**config.mk**
```make
export PLATFORM = sky130hd
export DESIGN_NAME = net_test_sequencer
export DESIGN_NICKNAME = d
export VERILOG_FILES = /design/src/rtl/net_test_sequencer.sv
export SDC_FILE = /design/constraint.sdc
export NUM_CORES = 1
export LEC_CHECK = 0
export BUFFER_PORTS_ARGS = -buffer_cell sky130_fd_sc_hd__clkbuf_2
export CAP_MARGIN = 20
export CORE_MARGIN = 3
export CORE_UTILIZATION = 41
export DETAILED_ROUTE_END_ITERATION = 8
export GPL_TIMING_DRIVEN = 0
export PLACE_DENSITY = 0.86
export SYNTH_ARGS = -nofsm -noshare
export SYNTH_HDL_FRONTEND = slang
export SYNTH_SLANG_ARGS = --single-unit
export TNS_END_PERCENT = 20
```
**constraint.sdc**
```tcl
create_clock -name clk -period 1.8 [get_ports clk]
set_input_delay 0.36 -clock clk [delete_from_list [all_inputs] [get_ports clk]]
set_output_delay 0.36 -clock clk [all_outputs]
set_load 0.03 [all_outputs]
```
**src/rtl/net_test_sequencer.sv**
```systemverilog
// net_test_sequencer: self-test driver for the `net` classifier.
// On a `go` pulse it sweeps every binary input pattern, encodes it as IEEE-754
// singles, resets and starts the net, waits for `done`, and thresholds `y` at
// 0.5. It then scores `y` against the XOR parity of the pattern.
// Optional build macro: SEQ_TIMEOUT_EN adds a per-pattern WAIT watchdog of TIMEOUT cycles.
module net_test_sequencer #(
   parameter int I       = 2,
   parameter int TIMEOUT = 1023
) (
   input  logic              clk,
   input  logic              rst_n,
   input  logic              go,
   output logic              net_rst_n,
   output logic              net_start,
   output logic [32*I-1:0]   net_x,
   input  logic [31:0]       net_y,
   input  logic              net_done,
   output logic              busy,
   output logic              finished,
   output logic [I:0]        pass_cnt,
   output logic [2**I-1:0]   fail_mask,
   output logic              timeout_err
);

   localparam logic [31:0] FP_ONE      = 32'h3f800000;
   localparam logic [30:0] FP_HALF_MAG = 31'h3f000000;

   typedef enum logic [2:0] {
      S_IDLE,
      S_LOAD,
      S_NRST,
      S_START,
      S_WAIT,
      S_FIN,
      S_DONE
   } state_t;

   state_t            state_reg;
   state_t            state_next;
   logic [I-1:0]      p_reg;
   logic [32*I-1:0]   x_enc;
   logic              go_accept;
   logic              score;
   logic              predicted;
   logic              expected;
   logic              wait_timeout;
   logic              wait_exit;

   // Word k carries bit k of the pattern; word 0 sits in the most significant slot.
   for (genvar gi = 0; gi < I; gi++) begin : g_enc
      assign x_enc[32*(I-1-gi) +: 32] = p_reg[gi] ? FP_ONE : 32'h00000000;
   end

   // go is only honoured when no sweep is running.
   assign go_accept = go && ((state_reg == S_IDLE) || (state_reg == S_DONE));

   // Strictly greater than +0.5: sign clear and magnitude above 0.5's bit pattern.
   assign predicted = ~net_y[31] & (net_y[30:0] > FP_HALF_MAG);
   assign expected  = ^p_reg;
   assign score     = (state_reg == S_WAIT) && net_done;
   assign wait_exit = score || wait_timeout;

`ifdef SEQ_TIMEOUT_EN
   localparam int          CW          = (TIMEOUT < 2) ? 1 : $clog2(TIMEOUT + 1);
   localparam logic [CW-1:0] TIMEOUT_CNT = TIMEOUT[CW-1:0];

   logic [CW-1:0] wcnt_reg;
   logic          timeout_err_reg;

   // done has priority, so a late done on the final count is still scored.
   assign wait_timeout = (state_reg == S_WAIT) && !net_done && (wcnt_reg == TIMEOUT_CNT);
   assign timeout_err  = timeout_err_reg;

   // Wait counter: cleared in START, counts WAIT cycles up to the limit.
   always_ff @(posedge clk or negedge rst_n) begin
      if (!rst_n) begin
         wcnt_reg <= '0;
      end else if (state_reg == S_START) begin
         wcnt_reg <= '0;
      end else if ((state_reg == S_WAIT) && !net_done && (wcnt_reg != TIMEOUT_CNT)) begin
         wcnt_reg <= wcnt_reg + 1'b1;
      end
   end

   // Sticky timeout flag, cleared when a new sweep is accepted.
   always_ff @(posedge clk or negedge rst_n) begin
      if (!rst_n) begin
         timeout_err_reg <= 1'b0;
      end else if (go_accept) begin
         timeout_err_reg <= 1'b0;
      end else if (wait_timeout) begin
         timeout_err_reg <= 1'b1;
      end
   end
`else
   // No watchdog: WAIT lasts until done. The AND keeps TIMEOUT referenced in this build.
   assign wait_timeout = 1'b0;
   assign timeout_err  = 1'b0 & (TIMEOUT != 0);
`endif

   // State register.
   always_ff @(posedge clk or negedge rst_n) begin
      if (!rst_n) begin
         state_reg <= S_IDLE;
      end else begin
         state_reg <= state_next;
      end
   end

   // Next-state logic for the sweep.
   always_comb begin
      state_next = state_reg;
      case (state_reg)
         S_IDLE, S_DONE: if (go) state_next = S_LOAD;
         S_LOAD:         state_next = S_NRST;
         S_NRST:         state_next = S_START;
         S_START:        state_next = S_WAIT;
         S_WAIT: begin
            if (wait_exit) begin
               state_next = (&p_reg) ? S_FIN : S_LOAD;
            end
         end
         S_FIN:          state_next = S_DONE;
         default:        state_next = S_IDLE;
      endcase
   end

   // Registered outputs, pattern index and scoreboard.
   // The net strobes follow state_next so that they are valid during NRST and START.
   always_ff @(posedge clk or negedge rst_n) begin
      if (!rst_n) begin
         net_rst_n <= 1'b1;
         net_start <= 1'b0;
         net_x     <= '0;
         busy      <= 1'b0;
         finished  <= 1'b0;
         pass_cnt  <= '0;
         fail_mask <= '0;
         p_reg     <= '0;
      end else begin
         net_rst_n <= (state_next != S_NRST);
         net_start <= (state_next == S_START);
         case (state_reg)
            S_IDLE, S_DONE: begin
               if (go) begin
                  pass_cnt  <= '0;
                  fail_mask <= '0;
                  finished  <= 1'b0;
                  busy      <= 1'b1;
                  p_reg     <= '0;
               end
            end
            S_LOAD: begin
               net_x <= x_enc;
            end
            S_WAIT: begin
               if (score) begin
                  if (predicted == expected) begin
                     pass_cnt <= pass_cnt + 1'b1;
                  end else begin
                     fail_mask[p_reg] <= 1'b1;
                  end
               end else if (wait_timeout) begin
                  fail_mask[p_reg] <= 1'b1;
               end
               if (wait_exit && !(&p_reg)) begin
                  p_reg <= p_reg + 1'b1;
               end
            end
            S_FIN: begin
               busy     <= 1'b0;
               finished <= 1'b1;
            end
            default: begin
            end
         endcase
      end
   end

endmodule

```
---- After elaboration in Yosys (flattened, before gate mapping) ----
Cells that the tools add are included.
word-level totals
  flip-flop bits (word level) ............. 80
  logic and storage cells ................. 68
cells by class
  equal/unequal tests ..................... 14
  $lt $le $gt $ge ......................... 3
  reduce and logical (&&, ||, !) cells .... 14
  multiplexer cells ....................... 23
  $add $sub $neg .......................... 2
  bitwise operators ....................... 3
operator list
  cell                    number
  $mux W30                2
  $gt A31 B30 Y1 const B  1
  $mux W3                 6
  $pmux W3 S6             1
  $mux W4                 3
  $eq A3 B2 Y1 const B    3
  $eq A3 B3 Y1 const B    3
  $pmux W4 S2             1
  $reduce_and A4 Y1       2
  $ne A2 B2 Y1 const B    3
  $pmux W3 S2             1
  $mux W2                 2
  $ne A2 B1 Y1 const B    2
  $or A4 B4 Y4            1
  $pmux W1 S2             2
  $pmux W2 S2             1
  $reduce_and A2 Y1       2
  $reduce_bool A2 Y1      2
  $add A3 B1 Y3 const B   1
  $eq A3 B1 Y1 const B    1
  $logic_and A1 B1 Y1     3
  $logic_not A3 Y1        1
  $lt A2 B3 Y1 const B    1
  $mux W1                 3
  other kinds (11)        11

---- Longest topological paths before layout ----
Gate-level depths: netlist (run 1).
  depth after elaboration ................. 8
  mapped depth ............................ 8
  mapped depth without buffers ............ 8

---- Worst setup path before layout (run 1) ----
No wires, ideal clock.
  path kind ............................... input -> register
  start point ............................. input net_y[30]
  end point ............................... register pass_cnt[0]
  setup time .............................. 0.126 ns
  stages .................................. 6
  arrival time ............................ 1.703 ns
  path buffers ............................ 0
  required time ........................... 1.674 ns
  path slack .............................. -0.029 ns
  cell sequence ........................... nor4_2 nand4_1 o31ai_4 xor2_2 a21boi_2 a221o_1
on the way
  word-level cells in the longest chain between the ends .. 5
ends and longest elaborated chain
  element                      RTL line  text
  start: declaration           16        input logic [31:0] net_y,
  $gt A31 B30 Y1               58        assign predicted = ~net_y[31] & (net_y[30:0] > FP_HALF_MAG);
  $and A1 B1 Y1                58
  $eq A1 B1 Y1                 158       if (predicted == expected) begin
  $ne A2 B1 Y1 (no line)       -
  $reduce_and A4 Y1 (no line)  -
  end signal: assignment       159       pass_cnt <= pass_cnt + 1'b1;
  end: declaration             20        output logic [I:0] pass_cnt,
No other way between the ends.
A chain may end at the register's enable or synchronous reset.

---- Worst setup path after layout (run 1) ----
  start point ............................. input net_y[20]
  end point ............................... register pass_cnt[2]
Same word-level chain as after synthesis.

==> flow_summary_export.csv, run 1 <==
group,metric,value,unit
routing,drc,0,
logic_synthesis,synth_warnings,0,
die,dieArea,4579,um2
sta,finalSetupViolCount,0,
setup_path,crit_arrival,1860,ps
global_route,grt_use_total,0.1375,
die,core,3495,um2
routing,via_per_inst,4.097,
power,p_switching,1.186,mW
power,power.share.clock,0.118,
setup_path,worstSetupPathType,"primary input to flop",
routing,wire_per_inst,9.666,um
clock_network,root_buffer,"clkbuf_8",
clock_network,clk_pin_slew,70,ps
setup_path,path_max_fanout,4,
die,rows,21,
die,ioPinCount,112,
layout,finish.utilization,0.6194,
routing,drt_first_pass_iters,4,
logic_synthesis,seq_area_frac_synth,0.2897,
sta,rsz0062_at_grt,"true",
routing,first_iter_violations,46,
global_route,grt-ovfl-total,0,
setup_path,cp_slowest_cell,"a221o_1",
setup_path,worstPathRequired,1940,ps
logic_synthesis,synth_ff_type,"dfrtp_1",
global_route,grt_pass1_vias,1177,
sta,skew,8.712,ps
power,swShare,0.4838,
layout,largest_register_ffs,4,
logic_synthesis,ys_types,40,
setup_path,end_kind,"flop",
global_route,grt_antenna_before_repair,0,
routing,num_vias,1348,
clock_network,cts_tree,"built",
clock_network,cts_max_level,1,
run_status,status,"finished clean",
power,p_comb_frac,0.608,
power,powerDensity,1132,nW/um2
logic_synthesis,synth_edf_count,0,
global_route,grt_max_degree,19,
placed_design,portBuffers,59,
routing,wl,3180,um
routing,antenna_left,0,
clock_network,cts.sinks,18,
sta,post-route-period-util,0.9547,
layout,diodes,0,
layout,layout_commonest_cell,"buf_4",
die,die_x,67.67,um
die,die_h,67.67,um
power,p_leak,1.274,nW
layout,layout-drive-gt1-share,0.5053,
power,p_seq_frac,0.274,
sta,hold_violations,0,
setup_path,crit_chain,"clkbuf_2, nor4_2, nand3_1, o31ai_4, xor2_2, a21boi_2, a221o_1",
setup_path,startpoint_type,"primary input",
power,intPower,1.265,mW
sta,slew_viol_final,0,
flow_run,max-cap-violations,0,
placed_design,dpl.hpwl,2732,um
clock_network,clkLatencyLatePin,250,ps
clock_network,hold_buffers,0,
logic_synthesis,syn_avg_cell_area,9.064,um2
layout,layout_common_cells,"buf_4 (63), clkbuf_2 (59), conb_1 (51)",
clock_network,numCtsBuffers,3,
layout,syn2layout_area_growth,38.84,%
logic_synthesis,synthArstFlopShare,1.000,
logic_synthesis,syn_area,1559,um2
setup_path,worst-path-buf-inv,1,
setup_path,cp_top_family,"compound AO/OA/AOI/OAI gates",
sta,fmax,581.9,MHz
logic_synthesis,synthCells,172,
clock_network,cts_post_setup_buffers_inserted,0,
global_route,grt_pass1_wl,4878,um
layout,finalInstanceArea,2165,um2
power,irDropWorstVdd,417.7,uV
sta,period_minus_slack,1719,ps
placed_design,placed_area,2106,um2
layout,nets,325,
clock_network,clockBufferDepth,2,
die,initial_core_util,0.4461,
setup_path,critical_path.max_stage_delay,350,ps
hold_path,hold_path.class,"primary input to asynchronous set/reset pin",
logic_synthesis,synth_seq_cells,18,
placed_design,gp_congestion,0.7769,
## worst paths after layout
kind	slack, ps	from	depth (start not counted)	to
max	80	net_y[20]	7	pass_cnt[2]
min	40	rst_n	1	finished
max reg2reg	100	state_reg[2]	4	pass_cnt[2]
min reg2reg	510	fail_mask[2]	1	fail_mask[2]
max in group asynchronous	1420	rst_n	1	net_rst_n
min in group clk	460	net_done	3	state_reg[2]
## Yosys cell counts (all sizes together) (2+ instances only)
library cell	n	area, um2
a21oi	3	15.01
a221o	2	20.02
a22o	4	35.03
and2b	2	16.27
buf	64	500.5
clkbuf	3	21.27
dfrtp	17	425.4
ha	5	62.56
inv	7	26.28
mux2i	2	20.02
nand2	13	48.80
nand3	5	25.02
nand4	2	12.51
nor2	10	37.54
nor3	3	15.01
nor4	6	56.31
o21ai	5	25.02
o31ai	2	28.78
or2b	2	20.02
## through the flow
| step | power [mW] | setup slack [ps] | hold WS [ps] | cells | TNS (ps) |
|---|---|---|---|---|---|
| 6_report | 2.451 | 81.46 | 35.67 | 329 | 0 |
| 5_1_grt | 2.627 | -36.65 | 68.90 | 329 | -46.82 |
| 4_1_cts | 2.451 | 12.93 | 50.50 | 331 | 0 |
| 3_5_place_dp | 2.150 | -238.1 | 329.2 | 327 | -1112 |
| 3_3_place_gp | 2.112 | -219.9 | 320.2 | 327 | -983.3 |
| 2_1_floorplan | 1.819 | 3.017 | 64.41 | 222 | 0 |
## power groups by stage
| stage | sequential, mW | combinational [mW] | clock (mW) |
|---|---|---|---|
| final | 0.672 | 1.49 | 0.290 |
| after global routing | 0.699 | 1.61 | 0.316 |
| after CTS | 0.640 | 1.52 | 0.295 |
| after detailed placement | 0.648 | 1.50 | 0 |
| after global placement | 0.639 | 1.47 | 0 |
| after floorplan | 0.798 | 1.02 | 0 |
## worst reg2reg max path: cells and delay by family, from the launching register on
kind | cells | cell delay (ps)
compound gates | 2 | 610
simple gates | 2 | 510
flops | 1 | 460
## per-layer routing
layer | global-route usage | vias up | routed length, um
li1 | - | 691 | -
met1 | 0.1488 | 570 | 1168
met2 | 0.2527 | 78 | 1594
met3 | 0.02995 | 9 | 352
met4 | 0.06076 | 0 | 64
met5 | 0 | - | 0
## final cells by class
type	count	area [um2]
Buffer	65	514.2
Clock buffer	4	45.04
Multi-Input combinational cell	130	774.5
Sequential cell	18	451.7
Timing Repair Buffer	59	295.3
Tap cell	46	57.56
Fill cell	318	1330
Inverter	7	26.28
## kinds of logic after synthesis
group / Yosys count / synth area share
buffers and inverters: 74 / 0.3515
AND/OR/NAND/NOR: 49 / 0.1798
AO/OA/AOI/OAI: 22 / 0.1132
flip-flops: 18 / 0.2897
adder cells (fa/ha/maj): 5 / 0.04013
multiplexers: 2 / 0.01284
other: 1 / 0.002405
XOR/XNOR: 1 / 0.01044
## what timing repair did
item,CTS,global route
gates resized for setup,1,2
setup endpoints to repair,6,9
pin swaps,0,2
Power figures use the tool's default switching activity.
==> run 2: changes to the inputs <==
--- a/config.mk
+++ b/config.mk
@@ -5,13 +5,14 @@
 export SDC_FILE = /design/constraint.sdc
 export NUM_CORES = 1
 export LEC_CHECK = 0
+export ABC_AREA = 1
 export BUFFER_PORTS_ARGS = -buffer_cell sky130_fd_sc_hd__clkbuf_2
 export CAP_MARGIN = 20
 export CORE_MARGIN = 3
 export CORE_UTILIZATION = 41
 export DETAILED_ROUTE_END_ITERATION = 8
 export GPL_TIMING_DRIVEN = 0
-export PLACE_DENSITY = 0.86
+export PLACE_DENSITY = 0.85
 export SYNTH_ARGS = -nofsm -noshare
 export SYNTH_HDL_FRONTEND = slang
 export SYNTH_SLANG_ARGS = --single-unit
==> flow_summary_export.csv, run 2 <==
group,metric,value,unit
die,dieArea,4655,um2
die,ioPinCount,112,
routing,antenna_left,0,
power,p_seq_frac,0.259,
logic_synthesis,synth.most_common_cell,"buf_4",
clock_network,numCtsBuffers,3,
global_route,grt_antenna_before_repair,0,
global_route,grt_pass1_vias,1314,
power,irDropWorstVdd,417.9,uV
logic_synthesis,synth_top_family_by_area,"buffers and inverters",
logic_synthesis,yosys.area_share.simple,0.1939,
die,die_x,68.23,um
sta,finalSetupViolCount,0,
power,powerDensity,1238,nW/um2
sta,post-route-period-util,0.8887,
layout,finish.utilization,0.6187,
clock_network,hold_buffers,0,
clock_network,cts_max_level,1,
hold_path,hold_path.class,"primary input to asynchronous set/reset pin",
clock_network,root_buffer,"clkbuf_8",
logic_synthesis,synthArstFlopShare,1.000,
routing,num_vias,1430,
routing,wire_per_inst,8.177,um
sta,whs,39.09,ps
setup_path,worstSetupPathType,"flop to flop",
sta,finalSetupTns,0,ps
setup_path,crit_path_end,"pass_cnt[1]",
clock_network,cts.sinks,18,
logic_synthesis,seq_area_frac_synth,0.2845,
setup_path,startpoint_type,"flop",
sta,period_minus_slack,1600,ps
routing,wl,3091,um
logic_synthesis,syn_area,1588,um2
power,p_leak,1.404,nW
placed_design,portBuffers,60,
sta,rsz0062_at_grt,"false",
layout,diodes,0,
routing,via_per_inst,3.783,
setup_path,rr_startpoint,"state_reg[1]",
logic_synthesis,syn_avg_cell_area,7.283,um2
die,rows,21,
setup_path,critical_path.max_stage_delay,440,ps
flow_run,max-cap-violations,0,
logic_synthesis,synthCells,218,
clock_network,cts_tree,"built",
setup_path,crit_chain,"nor3_4, nand3_1, nand2_1, nand2_2, nand2_1, nand2_1",
power,power.share.clock,0.105,
clock_network,clk_pin_slew,60,ps
clock_network,clkLatencyLatePin,250,ps
routing,drc,0,
die,die_h,68.23,um
sta,skew,1.960,ps
clock_network,ctsResizeCount,0,
clock_network,cts_post_setup_buffers_inserted,0,
power,p_switching,1.392,mW
global_route,grt_use_total,0.1393,
logic_synthesis,synth_warnings,0,
layout,syn2layout_area_growth,37.19,%
setup_path,reg2reg_to,"pass_cnt[1]",
logic_synthesis,synthTopCellsByArea,"buf_4 (30%), dfrtp_1 (27%), nand2_1 (10%), inv_1 (7.6%), nor2_1 (4.0%)",
global_route,grt_max_degree,19,
placed_design,dpl.hpwl,2782,um
global_route,grt_pass1_wl,5050,um
run_status,status,"finished clean",
clock_network,clockBufferDepth,2,
setup_path,crit_path_start,"state_reg[1]",
sta,fmax,625.1,MHz
placed_design,gp_congestion,0.8184,
setup_path,crit_path_frequent_cell,"nand2_1",
global_route,grt-ovfl-total,0,
layout,layout_commonest_cell,"buf_4",
layout,layout-drive-gt1-share,0.4157,
logic_synthesis,synth_ff_type,"dfrtp_1",
logic_synthesis,yosysTopAreaCell,"buf_4",
logic_synthesis,synth_edf_count,0,
logic_synthesis,synth_seq_cells,18,
logic_synthesis,synth_top_area_share,0.2979,
routing,drt_first_pass_iters,4,
layout,nets,374,
die,initial_core_util,0.4510,
setup_path,rrSetupSlack,200,ps
power,swShare,0.5163,
power,intPower,1.304,mW
setup_path,r2r.worst_path.cells,6,
logic_synthesis,synth_xor_area_frac,0.005516,
logic_synthesis,synth_mux_area_frac,0,
layout,layout_common_cells,"buf_4 (63), clkbuf_2 (60), conb_1 (51)",
layout,largest_register_ffs,4,
logic_synthesis,synth_fa_ha_area_frac,0.03940,
setup_path,crit_arrival,1740,ps
logic_synthesis,ys_top_cells_by_count,"buf_4 (63), nand2_1 (43), inv_1 (32), dfrtp_1 (17), nor2_1 (17)",
sta,slew_viol_final,0,
setup_path,cp_slowest_cell,"dfrtp_1",
routing,first_iter_violations,43,
logic_synthesis,ys_types,28,
power,p_comb_frac,0.637,
setup_path,path_max_fanout,10,
setup_path,end_kind,"flop",
logic_synthesis,synth-compound-area-share,0.09220,
power,p_total,2.696,mW
sta,hold_violations,0,
setup_path,worstPathRequired,1940,ps
die,core,3521,um2
## run 2: cell count changes after synthesis, moves of 4 or more
cell / delta
nand2_1: +30
inv_1: +25
nor2_1: +7
a22o_1: -4
o21ai_0: +4
## run 2: worst min-delay path by stage
stage / startpoint / to / depth (start not counted)
final: rst_n / net_x[29] / 1
after global routing: rst_n / net_x[29] / 1
after CTS: rst_n / net_x[29] / 1
after detailed placement: rst_n / pass_cnt[2] / 1
after global placement: rst_n / pass_cnt[2] / 1
after floorplan: rst_n / busy / 0
## run 2: cell families (layout without fill, tap and decap cells)
logic type	after synthesis	count (layout)
AOI/OAI and AO/OA	23	23
xor gates and xnor gates	1	1
adders and majority gates	5	5
buffers and inverters	98	162
DFF	18	18
other	1	51
and+or+nand+nor	72	72
## run 2: final cells by class
cell class	count	area (um2)
Fill cell	320	1343
Multi-Input combinational cell	152	716.9
Buffer	63	473.0
Sequential cell	18	451.7
Timing Repair Buffer	60	300.3
Inverter	35	133.9
Tap cell	46	57.56
Clock buffer	4	45.04
## run 2: critical path, delay by kind of cell (launching register included)
family / cells / cell delay [ps]
flops: 1 / 440
simple gates: 6 / 1050
## run 2: power groups by stage
stage | combinational, mW | sequential, mW | clock, mW
4_1_cts | 1.73 | 0.699 | 0.295
3_5_place_dp | 1.72 | 0.707 | 0
5_1_grt | 1.90 | 0.727 | 0.311
6_report | 1.72 | 0.697 | 0.283
2_1_floorplan | 1.17 | 0.880 | 0
3_3_place_gp | 1.69 | 0.694 | 0
## run 2: through the flow
step | setup WS, ps | cells | area [um2]
detailed placement | 161.9 | 374 | 2133
finish | 200.3 | 378 | 2178
global route | 16.19 | 378 | 2178
floorplan | 390.0 | 268 | 1775
global placement | 173.1 | 374 | 2133
CTS | 185.5 | 378 | 2178
## run 2: per-layer routing
layer	wire length, um	up-vias	global-route usage
li1	-	775	-
met1	1103	585	0.1421
met2	1682	64	0.2780
met3	263	6	0.02463
met4	41	0	0.04715
met5	0	-	0
==> run 3: changes to the inputs <==
--- a/config.mk
+++ b/config.mk
@@ -12,7 +12,9 @@
 export CORE_UTILIZATION = 41
 export DETAILED_ROUTE_END_ITERATION = 8
 export GPL_TIMING_DRIVEN = 0
+export MAX_ROUTING_LAYER = met4
 export PLACE_DENSITY = 0.85
+export SKIP_CTS_REPAIR_TIMING = 1
 export SYNTH_ARGS = -nofsm -noshare
 export SYNTH_HDL_FRONTEND = slang
 export SYNTH_SLANG_ARGS = --single-unit
==> flow_summary_export.csv, run 3 (synthesis gave the netlist of run 2 again) <==
group,metric,value,unit
run_status,status,"finished clean",
layout,fin_cells,378,
placed_design,placed_cells,374,
clock_network,cts.sinks,18,
die,dieArea,4655,um2
power,irDropWorstVdd,418.4,uV
layout,syn2layout_area_growth,37.19,%
clock_network,numCtsBuffers,3,
layout,nets,374,
setup_path,rr_startpoint,"state_reg[1]",
sta,finalSetupTns,0,ps
setup_path,rrSetupSlack,200,ps
layout,largest_register_ffs,4,
sta,whs,40.76,ps
clock_network,clockBufferDepth,2,
clock_network,clkLatencyLatePin,250,ps
layout,fillers,320,
routing,via_per_inst,3.772,
placed_design,placed_area,2133,um2
layout,finalInstanceArea,2178,um2
die,initial_core_util,0.4510,
global_route,grt_antenna_before_repair,0,
setup_path,worstSetupPathType,"flop to flop",
die,die_h,68.23,um
sta,finalSetupViolCount,0,
global_route,grt_max_degree,19,
die,rows,21,
power,p_comb_frac,0.637,
placed_design,dpl.hpwl,2782,um
setup_path,reg2reg_to,"pass_cnt[1]",
routing,first_iter_violations,39,
routing,drt_first_pass_iters,4,
layout,layout_commonest_cell,"buf_4",
power,intPower,1.304,mW
routing,num_vias,1426,
global_route,grt_pass1_wl,5050,um
global_route,grt_use_total,0.1432,
setup_path,crit_path_start,"state_reg[1]",
placed_design,portBuffers,60,
setup_path,end_kind,"flop",
power,swShare,0.5161,
power,p_seq_frac,0.259,
layout,multi_input_area,716.9,um2
clock_network,cts_max_level,1,
power,p_leak,1.404,nW
global_route,grt-ovfl-total,0,
power,power.share.clock,0.104,
die,core,3521,um2
sta,slew_viol_final,0,
sta,skew,1.800,ps
layout,regArea,451.7,um2
power,p_switching,1.390,mW
routing,drc,0,
clock_network,root_buffer,"clkbuf_8",
die,die_x,68.23,um
setup_path,startpoint_type,"flop",
setup_path,r2r.worst_path.cells,6,
routing,wl,3084,um
global_route,grt_pass1_vias,1314,
die,ioPinCount,112,
sta,period_minus_slack,1602,ps
sta,hold_violations,0,
flow_run,max-cap-violations,0,
sta,fmax,624.3,MHz
layout,finish.utilization,0.6187,
setup_path,crit_path_end,"pass_cnt[1]",
placed_design,gp_congestion,0.8307,
layout,layout_common_cells,"buf_4 (63), clkbuf_2 (60), conb_1 (51)",
routing,wire_per_inst,8.159,um
power,powerDensity,1237,nW/um2
sta,rsz0062_at_grt,"false",
layout,layout-drive-gt1-share,0.4157,
layout,diodes,0,
clock_network,cts_tree,"built",
sta,post-route-period-util,0.8899,
clock_network,clk_pin_slew,60,ps
setup_path,worstPathRequired,1940,ps
hold_path,hold_path.class,"primary input to asynchronous set/reset pin",
setup_path,crit_arrival,1740,ps
setup_path,path_max_fanout,10,
routing,antenna_left,0,
[run 3: metrics by stage]
stage	total power, mW	setup slack (ps)
2_1_floorplan	2.047	390.0
3_3_place_gp	2.382	173.1
3_5_place_dp	2.426	161.9
4_1_cts	2.722	185.5
5_1_grt	2.934	16.19
6_report	2.694	198.2
[run 3: worst max-delay path: stages, from the launching register on]
cell and delay, ps:
dfrtp_1 440, nor3_4 430, nand3_1 250, nand2_1 190, nand2_2 80, nand2_1 60
nand2_1 40
[run 3: layout make-up]
type | count | share of cell area
plain buffers | 63 | 0.2171
clock buffers | 4 | 0.02068
inverters | 35 | 0.06146
multi-input cells | 152 | 0.3291
flip-flops and latches | 18 | 0.2074
well taps | 46 | 0.02642
repair buffers | 60 | 0.1379
[run 3: layer usage]
metal | GRT usage | part of all wire | vias up
met5 | - | 0 | -
li1 | - | - | 775
met3 | 0.01806 | 0.074 | 5
met1 | 0.1462 | 0.37 | 582
met4 | 0.04715 | 0.013 | 0
met2 | 0.2780 | 0.54 | 64
[run 3: worst min-delay path by stage]
stage                     start          end  slack, ps  cells past startpoint
after floorplan           rst_n         busy         60                      0
after global placement    rst_n  pass_cnt[2]        320                      1
after detailed placement  rst_n  pass_cnt[2]        320                      1
after CTS                 rst_n    net_x[29]         50                      1
after global routing      rst_n    net_x[29]         70                      1
final                     rst_n    net_x[29]         40                      1
[run 3: power by group through the flow]
stage               sequential [mW]  clock (mW)  combinational, mW
floorplan                     0.880           0               1.17
global placement              0.694           0               1.69
detailed placement            0.707           0               1.72
CTS                           0.699       0.295               1.73
global route                  0.727       0.311               1.90
finish                        0.697       0.281               1.72
